### src/rtl/debouncer_multi.sv
`default_nettype none
// ============================================================================
// Module      : debouncer_multi
// Description : N-channel key debouncer with press/release strobes and
//               long-press / auto-repeat detection.
// Revision    : 1.0 - initial release
// ============================================================================
module debouncer_multi #(
    parameter int CHANNELS       = 4,
    parameter int CLK_FREQ_MHZ   = 150,
    parameter int GLITCH_TIME_NS = 100,
    parameter bit KEY_ACTIVE_LOW = 1'b1,
    parameter int LONG_PRESS_US  = 1000,
    parameter bit AUTO_REPEAT    = 1'b0,
    parameter int REPEAT_US      = 200
) (
    input  logic                clk_i,
    input  logic                rst_ni,
    input  logic [CHANNELS-1:0] key_i,
    output logic [CHANNELS-1:0] key_state_o,
    output logic [CHANNELS-1:0] key_pressed_stb_o,
    output logic [CHANNELS-1:0] key_released_stb_o,
    output logic [CHANNELS-1:0] key_long_stb_o
);

    localparam int C_G_RAW = (CLK_FREQ_MHZ * GLITCH_TIME_NS) / 1000;
    localparam int C_G     = (C_G_RAW < 1) ? 1 : C_G_RAW;
    localparam int C_L     = CLK_FREQ_MHZ * LONG_PRESS_US;
    localparam int C_R     = CLK_FREQ_MHZ * REPEAT_US;
    localparam int C_HMAX  = (C_L > C_R) ? C_L : C_R;
    localparam int C_GW    = $clog2(C_G + 1);
    localparam int C_HW    = $clog2(C_HMAX + 1);

    localparam logic [C_GW-1:0] C_G_LAST = C_GW'(C_G - 1);
    localparam logic [C_HW-1:0] C_L_LAST = C_HW'(C_L - 1);
    // Parking value once the single long strobe has fired (non-repeat mode).
    localparam logic [C_HW-1:0] C_L_SAT  = C_HW'(C_L);
    localparam logic [C_HW-1:0] C_RELOAD = (C_R >= C_L) ? '0 : C_HW'(C_L - C_R);
    localparam logic            C_IDLE   = KEY_ACTIVE_LOW;

    genvar gi;
    generate
        for (gi = 0; gi < CHANNELS; gi++) begin : g_ch
            logic            r_sync1;
            logic            r_sync2;
            logic            r_state;
            logic            r_press_stb;
            logic            r_rel_stb;
            logic            r_long_stb;
            logic [C_GW-1:0] r_gcnt;
            logic [C_HW-1:0] r_hold;
            logic            w_s;
            logic            w_flip;

            assign w_s    = r_sync2 ^ KEY_ACTIVE_LOW;
            assign w_flip = (w_s != r_state) && (r_gcnt == C_G_LAST);

            always_ff @(posedge clk_i or negedge rst_ni) begin
                if (!rst_ni) begin
                    r_sync1     <= C_IDLE;
                    r_sync2     <= C_IDLE;
                    r_state     <= 1'b0;
                    r_press_stb <= 1'b0;
                    r_rel_stb   <= 1'b0;
                    r_long_stb  <= 1'b0;
                    r_gcnt      <= '0;
                    r_hold      <= '0;
                end else begin
                    r_sync1     <= key_i[gi];
                    r_sync2     <= r_sync1;
                    r_press_stb <= w_flip & w_s;
                    r_rel_stb   <= w_flip & ~w_s;
                    r_long_stb  <= 1'b0;

                    if (w_s == r_state) begin
                        r_gcnt <= '0;
                    end else if (w_flip) begin
                        r_state <= w_s;
                        r_gcnt  <= '0;
                    end else begin
                        r_gcnt <= r_gcnt + C_GW'(1);
                    end

                    // A flip in either direction restarts the hold measurement.
                    if (w_flip || !r_state) begin
                        r_hold <= '0;
                    end else if (r_hold == C_L_LAST) begin
                        r_long_stb <= 1'b1;
                        r_hold     <= AUTO_REPEAT ? C_RELOAD : C_L_SAT;
                    end else if (r_hold != C_L_SAT) begin
                        r_hold <= r_hold + C_HW'(1);
                    end
                end
            end

            assign key_state_o[gi]        = r_state;
            assign key_pressed_stb_o[gi]  = r_press_stb;
            assign key_released_stb_o[gi] = r_rel_stb;
            assign key_long_stb_o[gi]     = r_long_stb;
        end
    endgenerate

endmodule
`default_nettype wire

### config.mk
export PLATFORM = sky130hd
export DESIGN_NAME = debouncer_multi
export DESIGN_NICKNAME = d
export VERILOG_FILES = /design/src/rtl/debouncer_multi.sv
export SDC_FILE = /design/constraint.sdc
export NUM_CORES = 1
export LEC_CHECK = 0
export CAP_MARGIN = 40
export CORE_UTILIZATION = 55
export DETAILED_ROUTE_END_ITERATION = 6
export MAX_ROUTING_LAYER = met4
export PLACE_DENSITY = 0.76
export SETUP_SLACK_MARGIN = 0.02
export SYNTH_ARGS = -nofsm -noshare
export SYNTH_HDL_FRONTEND = slang
export SYNTH_SLANG_ARGS = --single-unit
export TNS_END_PERCENT = 100
### constraint.sdc
create_clock -name clk_i -period 1.9 [get_ports clk_i]
set_input_delay 0.19 -clock clk_i [delete_from_list [all_inputs] [get_ports clk_i]]
set_output_delay 0.19 -clock clk_i [all_outputs]
set_load 0.1 [all_outputs]
# Word-level counts from Yosys, hierarchy flattened
# Cells that the tools add are included.
[totals] reg_bits=112 in_bits=6 output_inout_bits=16
[op_classes] add_sub_neg=8 eq_ne=20 mux=28 bitwise_logic=16 reduce_logical=20
[op_table] cell="$mux W18" count=12
[op_table] cell="$add A18 B1 Y18 const B" count=4
[op_table] cell="$eq A18 B18 Y1 const B" count=4
[op_table] cell="$ne A18 B18 Y1 const B" count=4
[op_table] cell="$mux W4" count=8
[op_table] cell="$add A4 B1 Y4 const B" count=4
[op_table] cell="$eq A4 B4 Y1 const B" count=4
[op_table] cell="$reduce_bool A3 Y1" count=4
[op_table] cell="$and A1 B1 Y1" count=8
[op_table] cell="$mux W1" count=8
[op_table] cell="$not A1 Y1" count=8
[op_table] cell="$reduce_and A2 Y1" count=4
[op_table] cell="$eq A1 B1 Y1" count=4
[op_table] cell="$logic_and A1 B1 Y1" count=4
[op_table] cell="$logic_not A1 Y1" count=4
[op_table] cell="$logic_or A1 B1 Y1" count=4
[op_table] cell="$ne A1 B1 Y1" count=4

# Logic depth before layout (Yosys ltp)
# Gate-level depths: netlist of run 1.
[depth] ltp_word=5 ltp_mapped=7 depth_no_buf=7

# Worst setup path before layout of run 1
# Ideal clock, no wire load.
[synth_path] path_kind="register to register" start="register g_ch[3].r_hold[1]" end="register g_ch[3].r_hold[0]" setup_ns=0.120 arrival_ns=1.644 required_time_ns=1.780 slack_ns=0.135 path_stages_with_launch=8 path_buffers=1 period_less_slack_ns=1.765 path_cell_list="dfrtp_1 -> ha_1 -> nand3_1 -> or3b_1 -> or2_2 -> nand2b_1 -> buf_2 -> nor2_1"
[synth_between] elab_chain_cells=3
[synth_lines] item="start: declaration" line_no="51" source="logic [C_HW-1:0] r_hold;"
[synth_lines] item="start signal: assignment" line_no="89" source="r_hold <= AUTO_REPEAT ? C_RELOAD : C_L_SAT;"
[synth_lines] item="start signal: assignment" line_no="91" source="r_hold <= r_hold + C_HW'(1);"
[synth_lines] item="$eq A18 B18 Y1" line_no="87" source="end else if (r_hold == C_L_LAST) begin"
[synth_lines] item="$mux W18" line_no="87"
[synth_lines] item="$mux W18" line_no="85" source="if (w_flip || !r_state) begin"
# Several ways; a longest one is shown, not always the timed one.
# A chain may end at the register's enable or synchronous reset.

# Final worst setup path of run 1
[layout_path] start="register g_ch[1].r_hold[15]" end="register g_ch[1].r_hold[12]"
[layout_between] elab_chain_cells=3
[layout_lines] item="start: declaration" line_no="51"
[layout_lines] item="start signal: assignment" line_no="89"
[layout_lines] item="start signal: assignment" line_no="91"
[layout_lines] item="$eq A18 B18 Y1" line_no="87"
[layout_lines] item="$mux W18" line_no="87"
[layout_lines] item="$mux W18" line_no="85"
# Several ways; a longest one is shown, not always the timed one.

==> results of run 1 <==
what timing repair did:
item / 4_1_cts / 5_1_grt
setup buffers: 0 / 5
endpoints found under the hold margin: 104 / 0
endpoints found under the setup margin: 9 / 35
pin swaps: 0 / 3
hold buffers: 1 / 0
gates resized for setup: 1 / 14
kinds of logic after synthesis:
family	Yosys count	synth area share
and+or+nand+nor	262	0.252
DFF	112	0.531
adders and majority gates	16	0.0378
buffers and inverters	38	0.0385
xor gates and xnor gates	76	0.126
AOI/OAI and AO/OA	10	0.0113
muxes	2	0.00378
synth_stat cells (3+ instances only):
cell type,n,area share
nor2_1,101,0.072
nand2b_1,9,0.011
ha_1,16,0.038
xnor2_1,33,0.055
dfrtp_1,104,0.49
nand4_1,13,0.015
a21oi_1,5,0.0047
and3_1,16,0.019
and4_1,6,0.0099
or2_2,5,0.0059
buf_4,16,0.023
nor4_1,5,0.0059
nor3_1,10,0.0095
or3b_2,3,0.0050
inv_1,19,0.013
nor4b_1,3,0.0050
dfstp_2,8,0.040
nand2_1,36,0.026
or4_1,3,0.0043
nand3_1,34,0.032
xor2_1,43,0.071
final timing paths:
| kind | from | to | slack, ps | cells past startpoint |
|---|---|---|---|---|
| min in group clk_i | key_i[3] | g_ch[3].r_sync1$_DFF_PN1_ | 230 | 1 |
| max in group asynchronous | rst_ni | g_ch[0].r_sync1$_DFF_PN1_ | 1150 | 3 |
| hold reg to reg | g_ch[3].r_sync1$_DFF_PN1_ | g_ch[3].r_sync2$_DFF_PN1_ | 360 | 0 |
| hold / removal | rst_ni | g_ch[1].r_gcnt[3]$_DFF_PN0_ | 180 | 2 |
| setup / recovery | g_ch[1].r_hold[15]$_DFFE_PN0P_ | g_ch[1].r_hold[12]$_DFFE_PN0P_ | 70 | 5 |
| setup reg to reg | g_ch[1].r_hold[15]$_DFFE_PN0P_ | g_ch[1].r_hold[12]$_DFFE_PN0P_ | 70 | 5 |
registers in the layout, summed over array words and instances (netlist names):
| name | count |
|---|---|
| g_ch.r_press_stb | 4 |
| g_ch.r_rel_stb | 4 |
| g_ch.r_gcnt | 16 |
| g_ch.r_state | 4 |
| g_ch.r_sync1 | 4 |
| g_ch.r_long_stb | 4 |
| g_ch.r_hold | 72 |
| g_ch.r_sync2 | 4 |
layer usage:
layer / vias to the layer above / global-route usage / routed length (µm)
met1: 1774 / 0.261 / 4270
met3: 10 / 0.0418 / 283
met5: - / - / 0
li1: 1763 / - / -
met4: 0 / 0.0591 / 92
met2: 70 / 0.345 / 4730
where the power goes:
group | total [mW] | internal (mW) | leakage (nW) | switching, mW
sequential | 2.45 | 2.42 | 1.53 | 0.0274
clock | 1.40 | 0.613 | 0.0961 | 0.792
combinational | 0.118 | 0.0434 | 0.903 | 0.0748
total | 3.97 | 3.07 | 2.53 | 0.894
layout make-up:
cell class | count | area (µm²)
fillers | 742 | 3360
flip-flops and latches | 112 | 2810
multi-input cells | 366 | 2360
repair buffers | 39 | 330
well taps | 129 | 161
clock buffers | 9 | 124
inverters | 19 | 71.3
clock inverters | 6 | 68.8
worst reg2reg max path, delay by kind of cell, from the launching register on:
| kind | cells | cell delay, ps |
|---|---|---|
| simple gates | 5 | 1300 |
| flops | 1 | 430 |
per-stage QoR:
step	util	instances	hold slack, ps	power, mW	setup WS (ps)
floorplan	-	516	-106	2.53	135
global placement	0.604	659	16.0	2.61	57.3
detailed placement	0.604	659	16.2	2.61	-26.8
CTS	0.626	675	162	4.03	30.2
global route	0.638	680	174	4.14	-55.4
finish	0.638	680	180	3.97	70.8
==> qor.yml, run 1 <==
synthesis:
  ys_ff_latch: 112
  synthDistinctLibCells: 42
  synth-async-reset-ratio: 1.00
  ys_seq_area_frac: 0.531
  syn_inst: 516
  netlist_area_um2: 5300
  synth_warnings: 0
  synth.avg_cell_area_um2: 10.3
  synth-main-ff-cell: "dfrtp_1"
  synth_edf_count: 0
  syn-num-nets: 538
drt:
  vias_per_cell: 5.32
  wl_per_cell_um: 13.8
  ant_nets: 0
  drt_iter0_drc: 146
  wl_um: 9380
  drc: 0
  vias: 3617
  drt-pass1-iter-count: 4
timing:
  setup_viol: 0
  rsz0062_at_grt: "yes"
  finalCritPeriodShare: 0.963
  period_needed_ps: 1830
  slew_headroom: 0.687
  hold_viol: 0
  fin_skew_ps: 11.4
  tns_ps: 0
  max_freq_mhz: 547
  final_max_slew_viol_count: 0
  worstMarginPinSlew_ps: 467
placed_design:
  hpwl_um: 6320
  place_area_um2: 5610
  portBuffers: 21
  gp_congestion: 0.855
grt:
  grt_overflow: 0
  antenna_found_initial: 0
  grt_max_degree: 63
  grtUsageTotal: 0.208
  grt_pass1_wl_um: 16100
  grt_pass1_vias: 3633
setup_path:
  path_cells: "nor4_2 -> nand3_1 -> or4_4 -> nand3_4 -> nor2_1"
  crit_path_start_kind: "register"
  max_stage_delay_ps: 550
  crit_path_max_fanout: 10
  crit_type: "register to register"
  end_kind: "register"
  arrival_ps: 2090
  critPathRequiredTime_ps: 2160
  cp_top_family: "simple AND/OR/NAND/NOR gates"
  path_buf_inv: 0
  cpMaxStageDelayCell: "or4_4"
worst_hold_path:
  min_path_type: "input port to asynchronous set/reset pin"
floorplanning:
  die_y_um: 100
  start_util: 0.570
  io_pins: 22
  coreArea_um2: 9280
  die-width_um: 100
  fp.dieArea_um2: 10000
  rows: 35
cts:
  clk_path_buf_depth: 2
  clk_latency_ps: 370
  numClockSinks: 112
  cts_max_level: 3
  numCtsBuffers: 9
  ctsRootBufferMaster: "clkbuf_8"
  cts_tree: "done"
  clk_pin_slew_ps: 100
flow_run:
  cap_violations: 0
final_layout:
  fin_nets: 569
  fin_area_um2: 5920
  mostFrequentLayoutCell: "dfrtp_1"
  final_cell_mix: "dfrtp_1, nor2_1, xor2_1, nand2_1"
  layout-drive-gt1-share: 0.147
  syn_to_final_growth_pct: 11.9
  diodes: 0
power_and_ir_drop:
  vdd_ir_drop_max_uv: 830
  leakage_nw: 2.53
  powerDensity_nw_per_um2: 670
status:
  outcome: "finished clean"
Power figures use the tool's default switching activity.
==> run 2, diff against run 1 <==
--- a/config.mk
+++ b/config.mk
@@ -15,3 +15,3 @@
 export SYNTH_HDL_FRONTEND = slang
 export SYNTH_SLANG_ARGS = --single-unit
-export TNS_END_PERCENT = 100
+export TNS_END_PERCENT = 20
==> constraint.sdc (replaced) <==
create_clock -name clk_i -period 1.9 [get_ports clk_i]
set_input_delay 0.19 -clock clk_i [delete_from_list [all_inputs] [get_ports clk_i]]
set_output_delay 0.19 -clock clk_i [all_outputs]
set_load 0.01 [all_outputs]
==> run 2 against run 1 <==
Fmax increased by 0.13%. Sequential cell count unchanged. Register-to-register slack about the same. Wire length fell by 3.3%. Global-route usage decreased by 0.23 points. Largest power group unchanged. Sequential power is essentially flat. Core utilization shrank 0.12 points. Worst setup slack improved by 2.4 ps. Cell area decreased by 0.19%. Hold slack improved by 14 ps. Cell count fell by 0.15%.
==> qor.yml, run 2 (synthesis gave the netlist of run 1 again) <==
status:
  outcome: "finished clean"
placed_design:
  place_ws_ps: -71.4  # -44.6 ps
  portBuffers: 21  # unchanged
  hpwl_um: 6250  # -1.1%
  gp_congestion: 0.825  # -3.5%
grt:
  grt_pass1_vias: 3516  # -3.2%
  grt_overflow: 0  # unchanged
  antenna_found_initial: 0  # unchanged
  grt_pass1_wl_um: 15900  # -1.5%
  grt_max_degree: 54  # -14%
  grtUsageTotal: 0.206  # -0.00228
flow_run:
  cap_violations: 0  # unchanged
power_and_ir_drop:
  seq_power_share: 0.645  # +0.029
  p_clk_frac: 0.325  # -0.029
  switchingPower_mw: 0.856  # -4.2%
  netSwitchingFraction: 0.226  # +0.000500
  powerDensity_nw_per_um2: 641  # -4.2%
  internal_power_mw: 2.94  # -4.5%
  vdd_ir_drop_max_uv: 435  # -48%
  leakage_nw: 2.45  # -3.2%
  power_frac_comb: 0.030  # about the same
floorplanning:
  start_util: 0.570  # unchanged
  die_y_um: 100  # unchanged
  coreArea_um2: 9280  # unchanged
  die-width_um: 100  # unchanged
  io_pins: 22  # unchanged
  rows: 35  # unchanged
  fp.dieArea_um2: 10000  # unchanged
final_layout:
  fin_util: 0.637  # -0.00121
  top_register: "g_ch.r_hold"
  largest_reg_flops: 72  # unchanged
  reg_top3: "g_ch.r_hold: 72 flops, g_ch.r_gcnt: 16 flops"
  final_cell_mix: "dfrtp_1, nor2_1, xor2_1, nand2_1"
  syn_to_final_growth_pct: 11.7
  fin_nets: 567  # -0.35%
  mostFrequentLayoutCell: "dfrtp_1"
  layout-drive-gt1-share: 0.122  # -0.0252
  diodes: 0  # unchanged
timing:
  period_needed_ps: 1830  # -2.38 ps
  max_freq_mhz: 547  # +0.13%
  rsz0062_at_grt: "yes"
  worstMarginPinSlew_ps: 464  # -3.14 ps
  hold_slack_ps: 195  # +14.4 ps
  finalCritPeriodShare: 0.961  # -0.00125
  slew_headroom: 0.688  # about the same
  setup_viol: 0  # unchanged
  hold_viol: 0  # unchanged
  fin_skew_ps: 9.77  # -1.60 ps
  finalWorstSetupSlack_ps: 73.2  # +2.38 ps
  final_max_slew_viol_count: 0  # unchanged
setup_path:
  arrival_ps: 2080  # about the same
  critPathRequiredTime_ps: 2150  # about the same
  reg2regPathDepth: 5  # unchanged
  crit_path_start_kind: "register"
  crit_path_max_fanout: 6  # -4
  end_kind: "register"
  crit_type: "register to register"
drt:
  vias_per_cell: 5.25  # -1.2%
  vias: 3567  # -1.4%
  wl_um: 9070  # -3.3%
  drt-pass1-iter-count: 4  # unchanged
  drt_iter0_drc: 110  # -25%
  wl_per_cell_um: 13.4  # -3.2%
  drc: 0  # unchanged
  ant_nets: 0  # unchanged
cts:
  cts_tree: "done"
  clk_latency_ps: 370  # about the same
  numCtsBuffers: 9  # unchanged
  numClockSinks: 112  # unchanged
  clk_path_buf_depth: 2  # unchanged
  ctsRootBufferMaster: "clkbuf_8"
  clk_pin_slew_ps: 100  # about the same
  cts_max_level: 3  # unchanged
worst_hold_path:
  min_path_type: "input port to asynchronous set/reset pin"
-- run 2: layout make-up --
type / count / area [µm²]
Tap cell: 129 / 161
Multi-Input combinational cell: 366 / 2360
Clock inverter: 5 / 33.8
Clock buffer: 11 / 131
Inverter: 19 / 71.3
Fill cell: 745 / 3370
Timing Repair Buffer: 37 / 343
Sequential cell: 112 / 2810
-- run 2: final timing paths --
check	start	slack [ps]	to
max	g_ch[0].r_hold[9]$_DFFE_PN0P_	70	g_ch[0].r_hold[10]$_DFFE_PN0P_
min	rst_ni	190	g_ch[1].r_state$_DFFE_PN0P_
max reg2reg	g_ch[0].r_hold[9]$_DFFE_PN0P_	70	g_ch[0].r_hold[10]$_DFFE_PN0P_
min reg2reg	g_ch[1].r_sync1$_DFF_PN1_	360	g_ch[1].r_sync2$_DFF_PN1_
max in group asynchronous	rst_ni	1120	g_ch[0].r_hold[13]$_DFFE_PN0P_
min in group clk_i	key_i[2]	220	g_ch[2].r_sync1$_DFF_PN1_
-- run 2: critical path, cell delays in order, from the launching register on --
cell	delay, ps
dfrtp_1	440
or4bb_4	580
nor3_4	290
nand2_1	90
nand2_1	230
nor2_1	90
-- run 2: repair_timing --
action / in CTS / in global routing
gates cloned: 0 / 0
gates resized for setup: 1 / 19
endpoints found under the hold margin: 104 / 0
setup endpoints to repair: 9 / 37
pin swaps: 0 / 3
hold buffers: 1 / 0
setup buffers: 0 / 3
-- run 2: power by group through the flow --
stage	combinational [mW]	sequential [mW]	clock (mW)
2_1_floorplan	0.0428	2.49	0
3_3_place_gp	0.113	2.49	0
3_5_place_dp	0.117	2.49	0
4_1_cts	0.120	2.45	1.28
5_1_grt	0.137	2.45	1.37
6_report	0.114	2.45	1.23
-- run 2: metrics by stage --
stage	std cells	total power, mW	TNS (ps)	instance area (µm²)
2_1_floorplan	516	2.53	0	5300
3_3_place_gp	659	2.60	0	5630
3_5_place_dp	659	2.61	-551	5630
4_1_cts	676	3.84	0	5810
5_1_grt	679	3.96	-44.0	5910
6_report	679	3.79	0	5910
-- run 2: layer usage --
layer | share of wire | routed length [µm] | vias to the layer above | track usage
met1 | 0.48 | 4310 | 1750 | 0.259
li1 | - | - | 1753 | -
met3 | 0.027 | 244 | 9 | 0.0474
met2 | 0.49 | 4420 | 55 | 0.337
met4 | 0.010 | 93 | 0 | 0.0546
met5 | 0 | 0 | - | -
==> run 3, diff against run 2 <==
CORE_UTILIZATION = 65   (was 55)
CTS_BUF_LIST = sky130_fd_sc_hd__clkbuf_4 sky130_fd_sc_hd__clkbuf_8   (was default)
PLACE_DENSITY = 0.85   (was 0.76)
clock period = 2.4 ns   (was 1.9 ns; I/O delays follow)
==> run 3 against run 2 <==
Sequential power shrank 21%. Clock skew grew 1.4 ps. Sequential share of layout area grew 1.3 points. Worst setup slack improved by 330 ps. Cell area decreased by 2.8%. Non-clock buffer count down 10. Wire length fell by 0.23%. Cell count decreased by 5.4%. Register-to-register slack improved by 330 ps. Combinational power fell by 21%. Total power decreased by 16%.
==> qor.yml, run 3 (synthesis gave the netlist of run 1 again) <==
setup_path:
  arrival_ps: 2250  # +170 ps
  r2r-start: "g_ch[0].r_hold[0]$_DFFE_PN0P_"
  crit_path_max_fanout: 5  # -1
  worst-r2r-setup-slack_ps: 400  # +330 ps
  timing.rr.end: "g_ch[0].r_hold[1]$_DFFE_PN0P_"
  critPathRequiredTime_ps: 2650  # +500 ps
  reg2regPathDepth: 6  # +1
  end_kind: "register"
  crit_type: "register to register"
  crit_path_start_kind: "register"
floorplanning:
  die_y_um: 92.3  # -7.9%
  fp.dieArea_um2: 8510  # -15%
  rows: 32  # -8.6%
  coreArea_um2: 7810  # -16%
  die-width_um: 92.3  # -7.9%
  io_pins: 22  # unchanged
  start_util: 0.678  # +0.108
drt:
  drt-pass1-iter-count: 4  # unchanged
  wl_um: 9050  # -0.23%
  ant_nets: 0  # unchanged
  drt_iter0_drc: 153  # +39%
  vias_per_cell: 5.58  # +6.1%
  wl_per_cell_um: 14.1  # +5.5%
  drc: 0  # unchanged
  vias: 3580  # +0.36%
timing:
  fin_skew_ps: 11.2  # +1.39 ps
  rsz0062_at_grt: "no"
  tns_ps: 0  # unchanged
  slew_headroom: 0.483  # -0.205
  max_freq_mhz: 501  # -8.5%
  period_needed_ps: 2000  # +170 ps
  final_max_slew_viol_count: 0  # unchanged
  finalCritPeriodShare: 0.832  # -0.130
  worstMarginPinSlew_ps: 765  # +301 ps
  setup_viol: 0  # unchanged
  hold_viol: 0  # unchanged
worst_hold_path:
  min_path_type: "input port to register"
  worstHoldStart: "key_i[3]"
  whs_path_depth: 1
  holdPathEnd: "g_ch[3].r_sync1$_DFF_PN1_"
power_and_ir_drop:
  leakage_nw: 2.39  # -2.5%
  powerDensity_nw_per_um2: 551  # -14%
  vdd_ir_drop_max_uv: 350  # -20%
cts:
  clk_pin_slew_ps: 100  # about the same
  clk_path_buf_depth: 2  # unchanged
  cts_hold_buf: 1  # unchanged
  cts_setup_buffers: 0  # unchanged
  numCtsBuffers: 9  # unchanged
  ctsResizeCount: 0  # -1
  cts_tree: "done"
  numClockSinks: 112  # unchanged
  ctsRootBufferMaster: "clkbuf_8"
  clk_latency_ps: 370  # about the same
  cts_max_level: 3  # unchanged
status:
  outcome: "finished clean"
final_layout:
  seq_area_um2: 2810  # unchanged
  reg_top3: "g_ch.r_hold: 72 flops, g_ch.r_gcnt: 16 flops"
  fin_util: 0.737  # +0.0996
  num-fill-cells: 534  # -28%
  layout-drive-gt1-share: 0.0833  # -0.0385
  mostFrequentLayoutCell: "dfrtp_1"
  final_cell_mix: "dfrtp_1, nor2_1, xor2_1, nand2_1, nand3_1"
  fin_nets: 557  # -1.8%
  multi_input_area_um2: 2280  # -3.4%
  largest_reg_flops: 72  # unchanged
  syn_to_final_growth_pct: 8.60
  diodes: 0  # unchanged
  fin_area_um2: 5750  # -2.8%
  top_register: "g_ch.r_hold"
grt:
  grt_pass1_vias: 3606  # +2.6%
  grt_pass1_wl_um: 15900  # +0.52%
  grt_max_degree: 52  # -3.7%
  antenna_found_initial: 0  # unchanged
  grtUsageTotal: 0.244  # +0.0384
  grt_overflow: 0  # unchanged
placed_design:
  portBuffers: 21  # unchanged
  place_area_um2: 5540  # -1.8%
  hpwl_um: 6510  # +4.0%
  gp_congestion: 0.885  # +7.3%
flow_run:
  cap_violations: 0  # unchanged
## run 3: cell count changes in the layout (fill, tap and decap cells not counted), sizes merged
cell	delta
clkinv	-1
clkbuf	-1
buf	-10
inv	+1
bufinv	+1
## run 3: routing by layer
metal / track usage / vias to the layer above / share of wire
met4: 0.0755 / 0 / 0.012
met1: 0.301 / 1784 / 0.45
met3: 0.0464 / 12 / 0.029
met5: - / - / 0
li1: - / 1737 / -
met2: 0.410 / 47 / 0.50
## run 3: how the worst max path moves through the flow
stage	startpoint	end	slack [ps]
after floorplan	g_ch[3].r_hold[1]$_DFFE_PN0P_	g_ch[3].r_hold[0]$_DFFE_PN0P_	640
after global placement	g_ch[3].r_hold[1]$_DFFE_PN0P_	g_ch[3].r_hold[0]$_DFFE_PN0P_	520
after detailed placement	g_ch[3].r_hold[1]$_DFFE_PN0P_	g_ch[3].r_hold[0]$_DFFE_PN0P_	410
after CTS	g_ch[3].r_hold[1]$_DFFE_PN0P_	g_ch[3].r_hold[0]$_DFFE_PN0P_	380
after global routing	g_ch[3].r_hold[1]$_DFFE_PN0P_	g_ch[3].r_hold[0]$_DFFE_PN0P_	240
final	g_ch[0].r_hold[0]$_DFFE_PN0P_	g_ch[0].r_hold[1]$_DFFE_PN0P_	400
## run 3: layout make-up
type / instances / area share
flip-flops and latches: 112 / 0.489
well taps: 102 / 0.0222
inverters: 19 / 0.0124
multi-input cells: 366 / 0.396
clock inverters: 6 / 0.0117
clock buffers: 10 / 0.0239
repair buffers: 27 / 0.0444
## run 3: critical path, cell delays in order, from the launching register on
cell	delay (ps)
dfrtp_1	440
inv_1	100
ha_1	150
nor4b_1	630
o21ai_0	290
a32oi_1	210
nor2_1	60
## run 3: where the power goes
group / leakage (nW) / internal, mW / switching [mW]
sequential: 1.53 / 1.91 / 0.0213
combinational: 0.759 / 0.0323 / 0.0580
clock: 0.0989 / 0.515 / 0.628
total: 2.39 / 2.46 / 0.707
## run 3: metrics by stage
step	power [mW]	cells	hold WS, ps	setup WS [ps]
after floorplan	2.00	516	-55.6	635
after global placement	2.06	625	296	520
after detailed placement	2.07	625	299	414
after CTS	3.20	642	245	382
after global routing	3.29	642	246	238
final	3.17	642	256	403
